File: src/rtl/decoding_block.sv
// Two-lane receive decoder: strips 64b/66b or 128b/132b sync headers and replays payload bytewise.
// Optional DEC_ERR_CNT_EN adds err_cnt, a saturating count of rejected plus dropped symbols.
module decoding_block #(
  parameter int BAD_HDR_LIMIT = 4
) (
  input  logic         dec_clk,
  input  logic         rst,
  input  logic         enable,
  input  logic [1:0]   gen_speed,
  input  logic         sym_valid,
  input  logic [131:0] lane_0_rx_enc,
  input  logic [131:0] lane_1_rx_enc,
  output logic [7:0]   lane_0_rx,
  output logic [7:0]   lane_1_rx,
  output logic         rx_valid,
  output logic         rx_os,
  output logic [3:0]   byte_idx,
  output logic         sync_err,
  output logic         overflow,
  output logic         lock_lost
`ifdef DEC_ERR_CNT_EN
  ,
  output logic [15:0]  err_cnt
`endif
);

  typedef enum logic {IDLE, UNLOAD} state_t;

  state_t       state;
  logic [1:0]   prev_gen;
  logic [2:0]   bad_cnt;
  logic         pend_full;
  logic [127:0] act_0, act_1, pend_0, pend_1;
  logic         act_os, pend_os;
  logic [1:0]   hdr_0, hdr_1;
  logic [127:0] pay_0, pay_1;
  logic         coded, gen_chg, acc, rej, at_last;
  logic         ld_act_new, ld_act_pend, ld_pend_new, drop;
  logic [3:0]   nxt_idx;

  // Returns {legal, is_ordered_set} for one lane's header.
  function automatic logic [1:0] hdr_class(input logic [1:0] gen, input logic [131:0] s);
    logic [1:0] c;
    c = 2'b00;
    if (gen == 2'd2) begin
      if (s[1:0] == 2'b01)      c = 2'b10;
      else if (s[1:0] == 2'b10) c = 2'b11;
    end else begin
      if (s[131:128] == 4'b1010)      c = 2'b10;
      else if (s[131:128] == 4'b0101) c = 2'b11;
    end
    return c;
  endfunction

  function automatic logic [127:0] strip_hdr(input logic [1:0] gen, input logic [131:0] s);
    return (gen == 2'd2) ? {64'd0, s[65:2]} : s[127:0];
  endfunction

  function automatic logic [7:0] pick_byte(input logic [127:0] p, input logic [3:0] k);
    return p[{k, 3'b000} +: 8];
  endfunction

  function automatic logic [15:0] sat_add(input logic [15:0] c, input logic [1:0] inc);
    logic [16:0] s;
    s = {1'b0, c} + {15'd0, inc};
    return s[16] ? 16'hFFFF : s[15:0];
  endfunction

  always_comb begin
    hdr_0       = hdr_class(gen_speed, lane_0_rx_enc);
    hdr_1       = hdr_class(gen_speed, lane_1_rx_enc);
    pay_0       = strip_hdr(gen_speed, lane_0_rx_enc);
    pay_1       = strip_hdr(gen_speed, lane_1_rx_enc);
    coded       = enable && (gen_speed == 2'd1 || gen_speed == 2'd2);
    gen_chg     = gen_speed != prev_gen;
    acc         = coded && !gen_chg && sym_valid && hdr_0[1] && hdr_1[1] && (hdr_0[0] == hdr_1[0]);
    rej         = coded && !gen_chg && sym_valid && !acc;
    at_last     = coded && !gen_chg && (state == UNLOAD) &&
                  (byte_idx == ((gen_speed == 2'd2) ? 4'd7 : 4'd15));
    ld_act_pend = at_last && pend_full;
    ld_act_new  = acc && ((state == IDLE) || (at_last && !pend_full));
    ld_pend_new = acc && (((state == UNLOAD) && !at_last && !pend_full) || ld_act_pend);
    drop        = acc && (state == UNLOAD) && !at_last && pend_full;
    nxt_idx     = byte_idx + 4'd1;
  end

  // Payload storage: validity lives in state/pend_full, so no reset needed here.
  always_ff @(posedge dec_clk) begin
    if (ld_act_new) begin
      act_0  <= pay_0;
      act_1  <= pay_1;
      act_os <= hdr_0[0];
    end else if (ld_act_pend) begin
      act_0  <= pend_0;
      act_1  <= pend_1;
      act_os <= pend_os;
    end
    if (ld_pend_new) begin
      pend_0  <= pay_0;
      pend_1  <= pay_1;
      pend_os <= hdr_0[0];
    end
  end

  always_ff @(posedge dec_clk or posedge rst) begin
    if (rst) begin
      state     <= IDLE;
      prev_gen  <= 2'd0;
      bad_cnt   <= '0;
      pend_full <= 1'b0;
      lane_0_rx <= '0;
      lane_1_rx <= '0;
      rx_valid  <= 1'b0;
      rx_os     <= 1'b0;
      byte_idx  <= '0;
      sync_err  <= 1'b0;
      overflow  <= 1'b0;
      lock_lost <= 1'b0;
`ifdef DEC_ERR_CNT_EN
      err_cnt   <= '0;
`endif
    end else if (!enable || gen_speed == 2'd3) begin
      state     <= IDLE;
      prev_gen  <= gen_speed;
      bad_cnt   <= '0;
      pend_full <= 1'b0;
      lane_0_rx <= '0;
      lane_1_rx <= '0;
      rx_valid  <= 1'b0;
      rx_os     <= 1'b0;
      byte_idx  <= '0;
      sync_err  <= 1'b0;
      overflow  <= 1'b0;
      lock_lost <= 1'b0;
`ifdef DEC_ERR_CNT_EN
      err_cnt   <= '0;
`endif
    end else begin
      prev_gen <= gen_speed;
      sync_err <= rej;
      if (rej) begin
        if (bad_cnt < 3'(BAD_HDR_LIMIT)) bad_cnt <= bad_cnt + 3'd1;
        if (int'(bad_cnt) + 1 >= BAD_HDR_LIMIT) lock_lost <= 1'b1;
      end else if (acc) begin
        bad_cnt <= '0;
      end
      if (drop) overflow <= 1'b1;
`ifdef DEC_ERR_CNT_EN
      err_cnt <= sat_add(err_cnt, {1'b0, rej} + {1'b0, drop});
`endif
      if (gen_chg) begin
        state     <= IDLE;
        pend_full <= 1'b0;
        rx_valid  <= 1'b0;
        rx_os     <= 1'b0;
        byte_idx  <= '0;
      end else if (gen_speed == 2'd0) begin
        state     <= IDLE;
        pend_full <= 1'b0;
        lane_0_rx <= lane_0_rx_enc[7:0];
        lane_1_rx <= lane_1_rx_enc[7:0];
        rx_valid  <= sym_valid;
        rx_os     <= 1'b0;
        byte_idx  <= '0;
      end else begin
        if (ld_pend_new)      pend_full <= 1'b1;
        else if (ld_act_pend) pend_full <= 1'b0;
        // Byte 0 of a newly active symbol is emitted on the same edge it is loaded.
        if (ld_act_new) begin
          state     <= UNLOAD;
          rx_valid  <= 1'b1;
          rx_os     <= hdr_0[0];
          byte_idx  <= '0;
          lane_0_rx <= pay_0[7:0];
          lane_1_rx <= pay_1[7:0];
        end else if (ld_act_pend) begin
          state     <= UNLOAD;
          rx_valid  <= 1'b1;
          rx_os     <= pend_os;
          byte_idx  <= '0;
          lane_0_rx <= pend_0[7:0];
          lane_1_rx <= pend_1[7:0];
        end else if (state == UNLOAD && !at_last) begin
          rx_valid  <= 1'b1;
          rx_os     <= act_os;
          byte_idx  <= nxt_idx;
          lane_0_rx <= pick_byte(act_0, nxt_idx);
          lane_1_rx <= pick_byte(act_1, nxt_idx);
        end else begin
          state    <= IDLE;
          rx_valid <= 1'b0;
          rx_os    <= 1'b0;
          byte_idx <= '0;
        end
      end
    end
  end

endmodule
File: config.mk
export PLATFORM = sky130hd
export DESIGN_NAME = decoding_block
export DESIGN_NICKNAME = d
export VERILOG_FILES = /design/src/rtl/decoding_block.sv
export SDC_FILE = /design/constraint.sdc
export NUM_CORES = 1
export LEC_CHECK = 0
export BUFFER_PORTS_ARGS = -buffer_cell sky130_fd_sc_hd__buf_4
export CAP_MARGIN = 40
export CORE_UTILIZATION = 41
export DETAILED_ROUTE_END_ITERATION = 12
export PLACE_DENSITY = 0.59
export SETUP_SLACK_MARGIN = 0.1
export SLEW_MARGIN = 20
export SYNTH_ARGS = -nofsm -noshare
export SYNTH_HDL_FRONTEND = slang
export SYNTH_SLANG_ARGS = --single-unit
File: constraint.sdc
create_clock -name dec_clk -period 42.4 [get_ports dec_clk]
set_input_delay 2.12 -clock dec_clk [delete_from_list [all_inputs] [get_ports dec_clk]]
set_output_delay 2.12 -clock dec_clk [all_outputs]
set_load 0.02 [all_outputs]
==> impl_metrics.env <==
export IMPL_area_growth_pct=20.2
export IMPL_fin_skew_ns=0.0210
export IMPL_cellPowerDensity_mw_per_mm2=38.6
export IMPL_clkSinkCount=546
export IMPL_tightest_slew_ns=1.19
export IMPL_slew_headroom_pct=20.4
export IMPL_cts_buffer_depth=3
export IMPL_initial_core_util_pct=41.5
export IMPL_crit_type="primary input to flop"
export IMPL_hold_path_startpoint="pend_1[91]"
export IMPL_yosysWarnings=0
export IMPL_clk_latency_ns=0.62
export IMPL_ctsResizeCount=0
export IMPL_fin_tns_setup_ns=0
export IMPL_ys_flop_type="edfxtp_1"
export IMPL_gp_congestion=0.859
export IMPL_cp_top_family="simple AND/OR/NAND/NOR gates"
export IMPL_nFillCells=5277
export IMPL_synthArstFlopShare_pct=5.86
export IMPL_grt_max_degree=194
export IMPL_synth_fp_nets=2304
export IMPL_cap_viol_max_count=0
export IMPL_synth_seq_area_share_pct=64.6
export IMPL_critPathBufInv=4
export IMPL_hold_path_class="flop to flop"
export IMPL_slowest_delay_ns=0.68
export IMPL_drt_vias_per_instance=5.15
export IMPL_wl_per_cell_um=20.6
export IMPL_p_clk_share_pct=43.8
export IMPL_hold_depth=2
export IMPL_r2r_end="act_0[50]"
export IMPL_worstPathCellList="buf_4 > or4bb_1 > nor2_1 > o31a_1 > buf_8 > and3_4 > buf_4 > buf_4 > nand2_1 > nand2_1"
export IMPL_cts_reportedPaths_clkPinSlew_ns=0.06
export IMPL_min_period_ns=5.64
export IMPL_cts_buffers_inserted=58
export IMPL_die_w_um=250
export IMPL_intPower_mw=0.918
export IMPL_status="complete, no violations"
export IMPL_route_detailed_drc=0
export IMPL_post_route_period_util_pct=13.3
export IMPL_finalMaxSlewViolations=0
export IMPL_netlist_instances=2027
export IMPL_port_buffers=294
export IMPL_rsz0062_at_grt="no"
export IMPL_die_h_um=250
export IMPL_routed_wl_um=64400
export IMPL_arrival_ns=6.12
export IMPL_h_tree_depth=2
export IMPL_dp_hpwl_um=43400
export IMPL_ys_ff_latch=546
export IMPL_postCtsHoldBufs=0
export IMPL_dieArea_mm2=0.0623
export IMPL_r2r_slack_ns=38.44
export IMPL_critPathLaunchType="primary input"
export IMPL_peakVddDrop_mv=0.0281
export IMPL_post_place_ws_ns=35.75
export IMPL_antenna_found_initial=2
export IMPL_core_mm2=0.0605
export IMPL_rr_worst_depth=8
export IMPL_grt_use_total_pct=20.6
export IMPL_route_vias_total=16100
export IMPL_netlist_area_leader_share_pct=61.5
export IMPL_antenna_left=0
export IMPL_layout_nets=2571
export IMPL_fmax_mhz=177
export IMPL_grt_pass1_vias=16000
export IMPL_reg2reg_from="byte_idx[0]"
export IMPL_critPathRequiredTime_ns=42.88
export IMPL_firstDrtPassIters=6
export IMPL_grt_ovfl_total=0
export IMPL_avgSynthCellArea_um2=12.4
export IMPL_ioPinCount=295
export IMPL_p_comb_share_pct=5.6
export IMPL_switching_power_mw=0.247
export IMPL_synth_edff_count=514
export IMPL_setup_viol=0
export IMPL_ys_top_cells_by_area="edfxtp_1, nand2_1, mux4_2"
export IMPL_synth_area_mm2=0.0251
export IMPL_rows=90
export IMPL_seqPwrFrac_pct=50.6
export IMPL_postCtsSetupBuffers=0
export IMPL_drt_iter0_markers=1285
export IMPL_fin_ws_ns=36.76
export IMPL_hold_path_end="act_1[91]"
export IMPL_cpMaxStageDelayCell="and3_4"
export IMPL_grt_pass1_wl_um=97400
export IMPL_yosys_area_top_type="edfxtp_1"
export IMPL_root_buffer="clkbuf_16"
export IMPL_drive_gt1_share_pct=26.2
export IMPL_timing_final_hold_violations=0
export IMPL_cts_tree="built"
export IMPL_post_synth_num_cell_types=41
export IMPL_critPathCaptureType="flop"
export IMPL_swShare_pct=21.2
export IMPL_cp_max_fo=64
export IMPL_p_leak_nw=11.6
export IMPL_path_common_cell="buf_4"
-- layout by cell type (no fill, tap or decap), drive strengths merged, types with 3 or more instances in the layout --
master	netlist	final
xor2	4	4
a21oi	20	20
nor3	3	3
o31ai	3	3
ha	7	7
edfxtp	514	514
clkinv	0	22
nor2b	131	131
clkbuf	72	74
dfrtp	32	32
nand2	784	784
mux2i	31	31
clkinvlp	0	4
inv	23	26
nor2	43	43
a22oi	16	16
bufinv	0	7
and3	4	4
a21o	15	15
mux4	64	64
and2	6	6
buf	49	327
nand3	19	19
a2111o	16	16
mux2	127	127
o21ai	24	24
-- synthesized netlist by cell type (2+ instances only) --
master / n
a2111o_1: 16
a21o_1: 15
a21oi_1: 20
a22o_1: 2
a22oi_1: 16
a31oi_1: 2
and2_1: 6
and3_1: 4
buf_1: 9
buf_2: 18
buf_4: 22
clkbuf_1: 71
dfrtp_1: 32
edfxtp_1: 514
ha_1: 7
inv_1: 23
mux2_2: 127
mux2i_1: 31
mux4_2: 64
nand2_1: 784
nand2b_1: 2
nand3_1: 19
nand4_1: 2
nor2_1: 43
nor2b_1: 131
nor3_1: 3
o21ai_0: 13
o21ai_1: 11
o31a_1: 2
o31ai_1: 2
or4bb_1: 2
xnor2_1: 2
xor2_1: 4
-- cell families after synthesis --
kind of cell	after synthesis	share of synthesized area, %
flip-flops	546	64.6
AND/OR/NAND/NOR	998	16.6
AO/OA/AOI/OAI	104	2.98
buffers and inverters	144	2.58
multiplexers	222	12.7
XOR/XNOR	6	0.209
adder cells (fa/ha/maj)	7	0.349
-- flip-flops by register name (all words and copies together) (netlist names), 2 cells and up --
signal,cells
pend_1,128
lane_0_rx,8
act_0,128
bad_cnt,3
lane_1_rx,8
byte_idx,4
prev_gen,2
pend_0,128
act_1,128
-- stage by stage --
| stage | area (um^2) | utilization, % | total power [mW] | hold WS, ns | cells |
|---|---|---|---|---|---|
| final | 30200 | 49.9 | 1.17 | 0.512 | 3128 |
| after global routing | 30200 | 49.9 | 1.20 | 0.525 | 3126 |
| after CTS | 30100 | 49.8 | 1.18 | 0.512 | 3123 |
| after detailed placement | 28200 | 46.6 | 0.666 | 0.499 | 3013 |
| after global placement | 28000 | 46.3 | 0.665 | 0.494 | 3004 |
| after floorplan | 25100 | - | 0.631 | 0.487 | 2027 |
-- power by group through the flow --
stage | Sequential [mW] | Clock, mW | Combinational [mW]
floorplan | 0.602 | 0 | 0.0293
global placement | 0.601 | 0 | 0.0642
detailed placement | 0.601 | 0 | 0.0654
CTS | 0.589 | 0.523 | 0.0657
global route | 0.589 | 0.542 | 0.0699
finish | 0.589 | 0.511 | 0.0650
-- area by class of cell --
type                    count  area [um^2]  share of cell area (%)
diodes                      2         5.00                  0.0166
well taps                 782          978                    3.24
repair buffers            328         2650                    8.77
clock buffers              74         1520                    5.04
multi-input cells        1337         8320                    27.6
clock inverters            36          388                    1.29
flip-flops and latches    546        16200                    53.8
inverters                  23         86.3                   0.286
-- worst reg2reg max path, delay by kind of cell (launching register included) --
kind | cells | cell delay [ns]
AO/OA/AOI/OAI | 1 | 0.36
buffers and inverters | 2 | 1.32
adder cells (fa/ha/maj) | 1 | 0.26
AND/OR/NAND/NOR | 4 | 1.15
flip-flops | 1 | 0.74
-- per-layer routing --
metal | vias up | GRT usage (%) | share of wire (%)
met5 | - | 0 | 0
met4 | 0 | 6.08 | 2.4
met3 | 88 | 4.32 | 6.6
met2 | 482 | 33.1 | 48
met1 | 7883 | 28.1 | 43
li1 | 7648 | - | -
-- worst max path at each step --
stage / cells after the start / slack (ns) / startpoint / end
2_1_floorplan: 6 / 20.33 / gen_speed[0] / act_0[0]
3_3_place_gp: 7 / 35.50 / lane_0_rx_enc[129] / act_0[35]
3_5_place_dp: 11 / 35.75 / gen_speed[0] / lane_0_rx[4]
4_1_cts: 11 / 36.38 / gen_speed[0] / act_0[50]
5_1_grt: 10 / 36.56 / lane_0_rx_enc[130] / act_0[47]
6_report: 10 / 36.76 / lane_0_rx_enc[130] / act_0[50]
Note: power is estimated with default switching activity, not from simulation.
